**src/rtl/int_req_arb.sv**
```systemverilog
// Interrupt request arbiter: edge-latched pending, software mask, fixed priority (lowest index wins).
// Latency: irq edge -> pending 1 cycle, -> int_req 2 cycles; next request 2 cycles after iret_done.
// Backpressure: request held until int_clear; further requests wait until iret_done (no nesting).
module int_req_arb #(
    parameter int          N_SRC    = 4,
    parameter logic [7:0]  VEC_BASE = 8'h20,
    parameter logic [31:0] IDT_BASE = 32'h0000_2000
) (
    input  logic              clk,
    input  logic              rst_n,
    input  logic [N_SRC-1:0]  irq,
    input  logic              mask_wr,
    input  logic [N_SRC-1:0]  mask_data,
    input  logic              int_clear,
    input  logic              iret_done,
    output logic              int_req,
    output logic [7:0]        int_vec,
    output logic [31:0]       int_idt_addr,
    output logic [N_SRC-1:0]  pending,
    output logic [N_SRC-1:0]  in_service,
    output logic              busy
);

    localparam int SEL_W = (N_SRC > 1) ? $clog2(N_SRC) : 1;

    localparam logic [1:0] IDLE    = 2'd0;
    localparam logic [1:0] REQ     = 2'd1;
    localparam logic [1:0] SERVICE = 2'd2;

    logic [1:0]       state;
    logic [N_SRC-1:0] irq_q;
    logic [N_SRC-1:0] mask;
    logic [SEL_W-1:0] sel;

    logic [N_SRC-1:0] rise;
    logic [N_SRC-1:0] eligible;
    logic [N_SRC-1:0] sel_oh;
    logic [N_SRC-1:0] clr;
    logic [SEL_W-1:0] win_idx;

    assign rise     = irq & ~irq_q;
    assign eligible = pending & ~mask;

    // Scanning high-to-low lets the lowest eligible index overwrite last.
    always_comb begin
        win_idx = '0;
        for (int i = N_SRC - 1; i >= 0; i--) begin
            if (eligible[i]) win_idx = SEL_W'(i);
        end
    end

    always_comb begin
        sel_oh = '0;
        for (int i = 0; i < N_SRC; i++) begin
            sel_oh[i] = (sel == SEL_W'(i));
        end
    end

    assign clr = (state == REQ && int_clear) ? sel_oh : '0;

    always_ff @(posedge clk or negedge rst_n) begin
        if (!rst_n) begin
            irq_q      <= '0;
            pending    <= '0;
            mask       <= '0;
            in_service <= '0;
            sel        <= '0;
            state      <= IDLE;
        end else begin
            irq_q   <= irq;
            // A fresh edge in the same cycle as the clear keeps the source pending.
            pending <= (pending & ~clr) | rise;
            if (mask_wr) mask <= mask_data;
            case (state)
                IDLE: begin
                    if (|eligible) begin
                        sel   <= win_idx;
                        state <= REQ;
                    end
                end
                REQ: begin
                    if (int_clear) begin
                        in_service <= sel_oh;
                        state      <= SERVICE;
                    end
                end
                SERVICE: begin
                    if (iret_done) begin
                        in_service <= '0;
                        state      <= IDLE;
                    end
                end
                default: state <= IDLE;
            endcase
        end
    end

    assign int_req      = (state == REQ);
    assign busy         = (state != IDLE);
    assign int_vec      = VEC_BASE + {{(8 - SEL_W){1'b0}}, sel};
    assign int_idt_addr = IDT_BASE + {21'd0, int_vec, 3'b000};

endmodule

```
**config.mk**
```make
export PLATFORM = sky130hd
export DESIGN_NAME = int_req_arb
export DESIGN_NICKNAME = d
export VERILOG_FILES = /design/src/rtl/int_req_arb.sv
export SDC_FILE = /design/constraint.sdc
export NUM_CORES = 1
export LEC_CHECK = 0
export ABC_CLOCK_PERIOD_IN_PS = 2250
export BUFFER_PORTS_ARGS = -buffer_cell sky130_fd_sc_hd__clkbuf_2
export CAP_MARGIN = 10
export CORE_ASPECT_RATIO = 1.1
export CORE_UTILIZATION = 30
export CTS_BUF_LIST = sky130_fd_sc_hd__clkbuf_8
export DETAILED_ROUTE_END_ITERATION = 10
export GPL_ROUTABILITY_DRIVEN = 1
export PLACE_DENSITY = 0.67
export SYNTH_ARGS = -nofsm -noshare
export SYNTH_HDL_FRONTEND = slang
export SYNTH_SLANG_ARGS = --single-unit
```
**constraint.sdc**
```tcl
create_clock -name clk -period 2.25 [get_ports clk]
set_input_delay 0.45 -clock clk [delete_from_list [all_inputs] [get_ports clk]]
set_output_delay 0.45 -clock clk [all_outputs]
set_load 0.005 [all_outputs]
```
==> results of run 1 <==
## cell usage after synthesis, types with 2 or more instances
library cell  number  share of area
conb_1             2         0.0068
dfrtp_1           20           0.45
inv_1              9          0.031
nor2b_1            5          0.028
nand2_1            2         0.0068
mux2_2             4          0.041
o21ai_0            5          0.023
buf_4             38           0.26
a22o_1             5          0.040
## through the flow
| stage | hold slack (ns) | instance area [sq um] | setup WS (ns) |
|---|---|---|---|
| finish | 0.138 | 1190 | 0.718 |
| global route | 0.170 | 1190 | 0.613 |
| CTS | 0.159 | 1190 | 0.703 |
| detailed placement | 0.411 | 1140 | 0.949 |
| global placement | 0.407 | 1140 | 0.973 |
| floorplan | 0.154 | 1230 | 1.14 |
## power breakdown
group,total [mW],internal (mW),switching [mW]
Sequential,0.572,0.466,0.106
Combinational,0.454,0.239,0.215
Clock,0.271,0.156,0.115
Total,1.30,0.861,0.436
## registers in the layout, indices dropped and copies added, names as in the netlist
name        flops
in_service      4
irq_q           4
mask            4
pending         4
sel             2
state           2
## cells by family after synthesis
| family | synth area share |
|---|---|
| other | 0.00678 |
| buffers and inverters | 0.288 |
| AOI/OAI and AO/OA | 0.134 |
| and+or+nand+nor | 0.0780 |
| muxes | 0.0407 |
| DFF | 0.452 |
## worst paths after layout
check | slack (ns) | cells after the start | endpoint | from
max reg2reg | 1.06 | 3 | pending[3]$_DFF_PN0_ | state[1]$_DFFE_PN0P_
min in group clk | 0.31 | 1 | irq_q[2]$_DFF_PN0_ | irq[2]
max in group asynchronous | 1.78 | 1 | pending[0]$_DFF_PN0_ | rst_n
min reg2reg | 0.42 | 1 | pending[2]$_DFF_PN0_ | irq_q[2]$_DFF_PN0_
min | 0.14 | 1 | mask[2]$_DFFE_PN0P_ | rst_n
max | 0.72 | 2 | int_req | state[1]$_DFFE_PN0P_
## worst reg2reg max path: cells and delay by family (launching register included)
family	cells	cell delay [ns]
simple gates	2	0.49
compound gates	1	0.18
flops	1	0.42
## area by class of cell
class	instances	area, sq um
fillers	377	2250
flip-flops and latches	20	500
multi-input cells	71	415
repair buffers	26	130
well taps	48	60.1
clock buffers	4	55.1
inverters	9	33.8
## routing by layer
metal,wire length [microns],track usage
met1,774,0.127
met2,829,0.157
met3,153,0.0315
met4,7,0.0262
met5,0,0
==> out/results.ini, run 1 <==
[grt]
grt_pass1_wl_microns = 2950
antenna_found_initial = 0
overflow = 0
grt_start_max_net_pins = 21
grt_pass1_vias = 639
grt_usage = 0.0984

[place]
place.gp.congestion = 0.782
dp_hpwl_microns = 1420
dp_cells = 174
io_buffers = 26

[cells_and_area]
final_nets = 144
instances_no_fill = 178
diodes = 0
layout-drive-gt1-share = 0.292
final_common_cell = conb_1
final_cell_mix = 36 x conb_1, 26 x clkbuf_2, 20 x dfrtp_1, 9 x inv_1
area_growth_pct = 7.91
fin_util = 0.347

[hold_path]
hold_class = in -> async

[sta]
min_period_ns = 1.53
final.setup.tns_ns = 0
rsz0062_at_grt = no
clock.fmax_mhz = 653
setup_viol = 0
final_hold_viol_count = 0
skew_ns = 0.00223
timing.final.crit_share = 0.681
slew_violations = 0

[floorplan]
ios = 63
core_sq_um = 3440
dieArea_sq_um = 3940
start_util = 0.322
fp.dieW_microns = 59.9
placementRows = 22
die-height_microns = 65.7

[clock_network]
clkSinkCount = 20
clock_path_buffers = 2
post_cts_resized = 0
cts_tree = built
worstSkewPairLatency_ns = 0.25
clk_pin_slew_ns = 0.07
root_buffer = clkbuf_8
cts_setup_buffers = 0
cts-buffers-inserted = 3
ctsHoldBuffers = 0
htreeDepth = 1

[yosys]
synth_edf_count = 0
synth.distinct_cells = 23
async_reset_ff_frac = 1.00
ys_warn_count = 0
synth.cell_area_sq_um = 1110
avgSynthCellArea_sq_um = 10.6
synth_seq_area_share = 0.452
syn_inst = 104
ys_ff_latch = 20
ys.flop_type = dfrtp_1

[drt]
routed_wirelength_microns = 1770
viasPerCell = 3.80
first_pass_iters = 4
wl_per_cell_microns = 9.92
drt-initial-drc-count = 5
antenna_left = 0
drc = 0
vias = 676

[run_status]
status = complete, no violations

[worst_setup_path]
crit_fanout = 6
crit_chain = and2b_4 > clkbuf_2
cpPeakStageDelay_ns = 0.42
cp_top_family = flip-flops
critPathKind = reg -> out
cp.required_ns = 1.80
worst_setup_path_start_kind = flop
slowest_stage = dfrtp_1
arrival_ns = 1.08
critPathCaptureType = output pin
cp_num_buf_inv = 1

[power]
leakagePower_nw = 0.655
vdd_ir_drop_max_mv = 0.519
finalPower_mw = 1.30
p_per_area_nw_per_um2 = 1090

[flow_run]
maxCapViolCount = 0

No activity file was read; power rests on OpenSTA's default activity.
==> inputs of run 2 (changes only) <==
--- a/config.mk
+++ b/config.mk
@@ -5,7 +5,8 @@
 export SDC_FILE = /design/constraint.sdc
 export NUM_CORES = 1
 export LEC_CHECK = 0
-export ABC_CLOCK_PERIOD_IN_PS = 2250
+export ABC_AREA = 1
+export ABC_CLOCK_PERIOD_IN_PS = 1600
 export BUFFER_PORTS_ARGS = -buffer_cell sky130_fd_sc_hd__clkbuf_2
 export CAP_MARGIN = 10
 export CORE_ASPECT_RATIO = 1.1
==> constraint.sdc (replaced) <==
create_clock -name clk -period 1.6 [get_ports clk]
set_input_delay 0.32 -clock clk [delete_from_list [all_inputs] [get_ports clk]]
set_output_delay 0.32 -clock clk [all_outputs]
set_load 0.005 [all_outputs]
==> run 2 against run 1 <==
Register-to-register slack worse by 0.51 ns; wire length up 0.79%; combinational power up 32%; critical endpoint is now busy; largest cell class unchanged.
==> out/results.ini, run 2 <==
[cells_and_area]
final_cell_mix = 36 x conb_1, 26 x clkbuf_2, 24 x nand2_1, 20 x dfrtp_1, 17 x inv_1
fin_util = 0.347
fin_area_sq_um = 1180
nFillCells = 388
instances_no_fill = 201
final_nets = 167
area_growth_pct = 7.98
layout-drive-gt1-share = 0.222
diodes = 0
final_common_cell = conb_1

[sta]
setup_viol = 0
clock.fmax_mhz = 724
rsz0062_at_grt = no
worst_slack_ns = 0.218
final_hold_viol_count = 0
slew_violations = 0
skew_ns = 0.00323
relSlewSlack = 0.659
worst_slew_pin_slew_ns = 0.512
min_period_ns = 1.38
final.setup.tns_ns = 0
timing.final.crit_share = 0.864
holdWs_ns = 0.0193

[worst_setup_path]
reg2reg_from = state[1]$_DFFE_PN0P_
crit_fanout = 4
startpoint = state[0]$_DFFE_PN0P_
arrival_ns = 1.06
worst-r2r-cell-count = 6
slowest_stage = dfrtp_1
critPathCaptureType = output pin
cpPeakStageDelay_ns = 0.42
crit_chain = nor2_1 > inv_1 > clkbuf_2
worst_setup_path_start_kind = flop
critPathKind = reg -> out
cp.required_ns = 1.28

[place]
dp_hpwl_microns = 1470
place.gp.congestion = 0.702
place_area_sq_um = 1130
pre_cts_slack_ns = 0.487
dp_cells = 197
io_buffers = 26

[clock_network]
cts_setup_buffers = 0
clkSinkCount = 20
ctsHoldBuffers = 0
worstSkewPairLatency_ns = 0.26
clk_pin_slew_ns = 0.07
htreeDepth = 1
cts-buffers-inserted = 3
cts_tree = built
post_cts_resized = 0
root_buffer = clkbuf_8
clock_path_buffers = 2

[drt]
antenna_left = 0
routed_wirelength_microns = 1780
drc = 0
viasPerCell = 3.64
wl_per_cell_microns = 8.85
first_pass_iters = 4
drt-initial-drc-count = 7
vias = 731

[yosys]
syn_inst = 127
ys_ff_latch = 20
avgSynthCellArea_sq_um = 8.64
synth.most_common_cell = buf_4
synth_area_leaders = dfrtp_1 46%, buf_4 26%, nand2_1 8.2%
synth_top_area_frac = 0.456
async_reset_ff_frac = 1.00
ys.flop_type = dfrtp_1
synth_top_area_cell = dfrtp_1
synth_seq_area_share = 0.456
synth_edf_count = 0
synth_commonest_cells = 38 x buf_4, 24 x nand2_1, 20 x dfrtp_1, 17 x inv_1, 8 x nand3_1
ys_warn_count = 0
synth.distinct_cells = 16
synth.cell_area_sq_um = 1100

[floorplan]
die-height_microns = 65.4
dieArea_sq_um = 3900
placementRows = 22
ios = 63
core_sq_um = 3410
start_util = 0.321
fp.dieW_microns = 59.7

[grt]
grt_pass1_wl_microns = 2750
grt_pass1_vias = 628
antenna_found_initial = 0
grt_usage = 0.0961
grt_start_max_net_pins = 21
overflow = 0

[hold_path]
hold_class = in -> async

[power]
vdd_ir_drop_max_mv = 0.461
finalPower_mw = 1.76
leakagePower_nw = 0.708
p_per_area_nw_per_um2 = 1490

[flow_run]
maxCapViolCount = 0

[run_status]
status = complete, no violations

==> run 2: cell types whose count changed after synthesis, moves of 3 or more <==
cell	delta
nand3_1	+8
nand2_1	+22
a22o_1	-5
inv_1	+8
nor2b_1	-5
o21ai_1	+3
mux2_2	-3
==> run 2: cell type report <==
class	instances	area (sq um)	share of cell area
Sequential cell	20	500	0.422
Inverter	17	63.8	0.0539
Timing Repair Buffer	26	130	0.110
Clock buffer	4	55.1	0.0465
Multi-Input combinational cell	86	375	0.317
Tap cell	48	60.1	0.0507
==> run 2: cells by family after synthesis <==
family                 count (synthesis)  share of synthesized area
buffers and inverters                 55                      0.318
AND/OR/NAND/NOR                       38                      0.154
other                                  2                    0.00684
AO/OA/AOI/OAI                         11                     0.0547
multiplexers                           1                     0.0103
flip-flops                            20                      0.456
==> run 2: worst paths after layout <==
path                                        end  slack, ns
min in group clk             irq_q[1]$_DFF_PN0_       0.18
max reg2reg                pending[1]$_DFF_PN0_       0.55
min                          irq_q[1]$_DFF_PN0_       0.02
max                                        busy       0.22
max in group asynchronous    sel[1]$_DFFE_PN0P_       1.24
min reg2reg                pending[0]$_DFF_PN0_       0.41
==> run 2: critical path: cells and delay by family, from the launching register on <==
family                 cells  cell delay, ns
buffers and inverters      2            0.17
flip-flops                 1            0.42
AND/OR/NAND/NOR            1            0.22
==> run 2: routing by layer <==
metal | vias up | global-route usage | part of all wire
li1 | 369 | - | -
met1 | 319 | 0.131 | 0.45
met2 | 41 | 0.136 | 0.45
met3 | 2 | 0.0315 | 0.091
met4 | 0 | 0.0436 | 0.0079
met5 | - | 0 | 0
==> run 2: report_power, final <==
part	leakage, nW	switching (mW)	internal [mW]
logic	0.444	0.349	0.249
clock network	0.0288	0.163	0.219
registers	0.235	0.127	0.654
total	0.708	0.640	1.12
==> inputs of run 3 (changes only) <==
==> constraint.sdc (replaced) <==
create_clock -name clk -period 1.6 [get_ports clk]
set_input_delay 0.16 -clock clk [delete_from_list [all_inputs] [get_ports clk]]
set_output_delay 0.16 -clock clk [all_outputs]
set_load 0.005 [all_outputs]
==> run 3 against run 2 <==
Hold slack lost 0.0054 ns; sequential cell count unchanged; clock skew rose by 0.0022 ns; critical path depth is the same; clock power up 33%; non-clock buffer count is 1 higher; combinational power is essentially flat; total power increased by 6.7%; utilization rose by 0.77 points.
==> out/results.ini, run 3 (synthesis results as in run 2) <==
[worst_setup_path]
worst-r2r-setup-slack_ns = 0.53
cp.required_ns = 1.44
cpPeakStageDelay_ns = 0.42
arrival_ns = 1.06
worst_setup_path_start_kind = flop
worst-r2r-cell-count = 6
critPathCaptureType = output pin
critPathKind = reg -> out
crit_fanout = 4
reg2reg_from = state[1]$_DFFE_PN0P_
r2r-end = pending[1]$_DFF_PN0_
crit_chain = nor2_1 > inv_1 > clkbuf_2
slowest_stage = dfrtp_1

[drt]
drt-initial-drc-count = 3
vias = 718
first_pass_iters = 4
wl_per_cell_microns = 8.54
routed_wirelength_microns = 1730
drc = 0
viasPerCell = 3.55
antenna_left = 0

[clock_network]
htreeDepth = 1
clkSinkCount = 20
cts_setup_buffers = 0
post_cts_resized = 0
clock_path_buffers = 2
root_buffer = clkbuf_8
worstSkewPairLatency_ns = 0.26
cts-buffers-inserted = 3
ctsHoldBuffers = 1
cts_tree = built
clk_pin_slew_ns = 0.08

[floorplan]
die-height_microns = 65.4
core_sq_um = 3410
dieArea_sq_um = 3900
placementRows = 22
fp.dieW_microns = 59.7
ios = 63
start_util = 0.321

[place]
place.gp.congestion = 0.714
dp_hpwl_microns = 1400
place_area_sq_um = 1130
pre_cts_slack_ns = 0.528
dp_cells = 197
io_buffers = 26

[sta]
timing.final.crit_share = 0.764
skew_ns = 0.00538
rsz0062_at_grt = no
final.setup.tns_ns = 0
min_period_ns = 1.22
final_hold_viol_count = 0
setup_viol = 0
clock.fmax_mhz = 818
slew_violations = 0
worst_slack_ns = 0.378

[cells_and_area]
instances_no_fill = 202
final_cell_mix = 36 x conb_1, 26 x clkbuf_2, 24 x nand2_1, 20 x dfrtp_1, 17 x inv_1
final_nets = 168
diodes = 0
layout-drive-gt1-share = 0.221
fin_area_sq_um = 1210
fin_util = 0.355
area_growth_pct = 10.4
final_common_cell = conb_1

[hold_path]
hold_class = in -> reg
whs_path_depth = 1
min_to = irq_q[2]$_DFF_PN0_
worstHoldStart = irq[2]

[grt]
overflow = 0
antenna_found_initial = 0
grt_pass1_wl_microns = 2860
grt_pass1_vias = 628
grt_usage = 0.0985
grt_start_max_net_pins = 21

[power]
vdd_ir_drop_max_mv = 0.441
p_per_area_nw_per_um2 = 1550
leakagePower_nw = 0.719

[run_status]
status = complete, no violations

[flow_run]
maxCapViolCount = 0

## run 3: worst max-delay path by stage
stage | slack [ns] | end | cells past startpoint | startpoint
2_1_floorplan | 0.64 | pending[1]$_DFF_PN0_ | 6 | state[1]$_DFFE_PN0P_
3_3_place_gp | 0.56 | pending[2]$_DFF_PN0_ | 6 | state[1]$_DFFE_PN0P_
3_5_place_dp | 0.53 | pending[2]$_DFF_PN0_ | 6 | state[1]$_DFFE_PN0P_
4_1_cts | 0.36 | busy | 3 | state[0]$_DFFE_PN0P_
5_1_grt | 0.28 | busy | 3 | state[0]$_DFFE_PN0P_
6_report | 0.38 | busy | 3 | state[0]$_DFFE_PN0P_
## run 3: through the flow
| step | hold slack (ns) | total power [mW] |
|---|---|---|
| 2_1_floorplan | -0.136 | 1.22 |
| 3_3_place_gp | 0.149 | 1.38 |
| 3_5_place_dp | 0.157 | 1.39 |
| 4_1_cts | 0.00816 | 1.91 |
| 5_1_grt | 0.000490 | 2.04 |
| 6_report | 0.0140 | 1.88 |
## run 3: where the power goes
part           internal (mW)  switching, mW  total, mW
clock network          0.334          0.175      0.509
logic                  0.251          0.347      0.598
registers              0.654          0.119      0.772
## run 3: layer usage
metal  up-vias  GRT usage  share of wire
met5         -          0              0
met4         0     0.0349          0.011
met3         2     0.0197          0.067
met2        38      0.142           0.45
met1       313      0.145           0.47
li1        365          -              -
## run 3: layout make-up
class / count / area, sq um
inverters: 17 / 63.8
flip-flops and latches: 20 / 500
clock inverters: 1 / 30.0
well taps: 48 / 60.1
multi-input cells: 86 / 375
clock buffers: 3 / 41.3
fillers: 401 / 2200
repair buffers: 27 / 140
## run 3: worst max-delay path, delay by kind of cell (launching register included)
family | cells | cell delay (ns)
buf+inv | 2 | 0.18
flops | 1 | 0.42
simple gates | 1 | 0.21
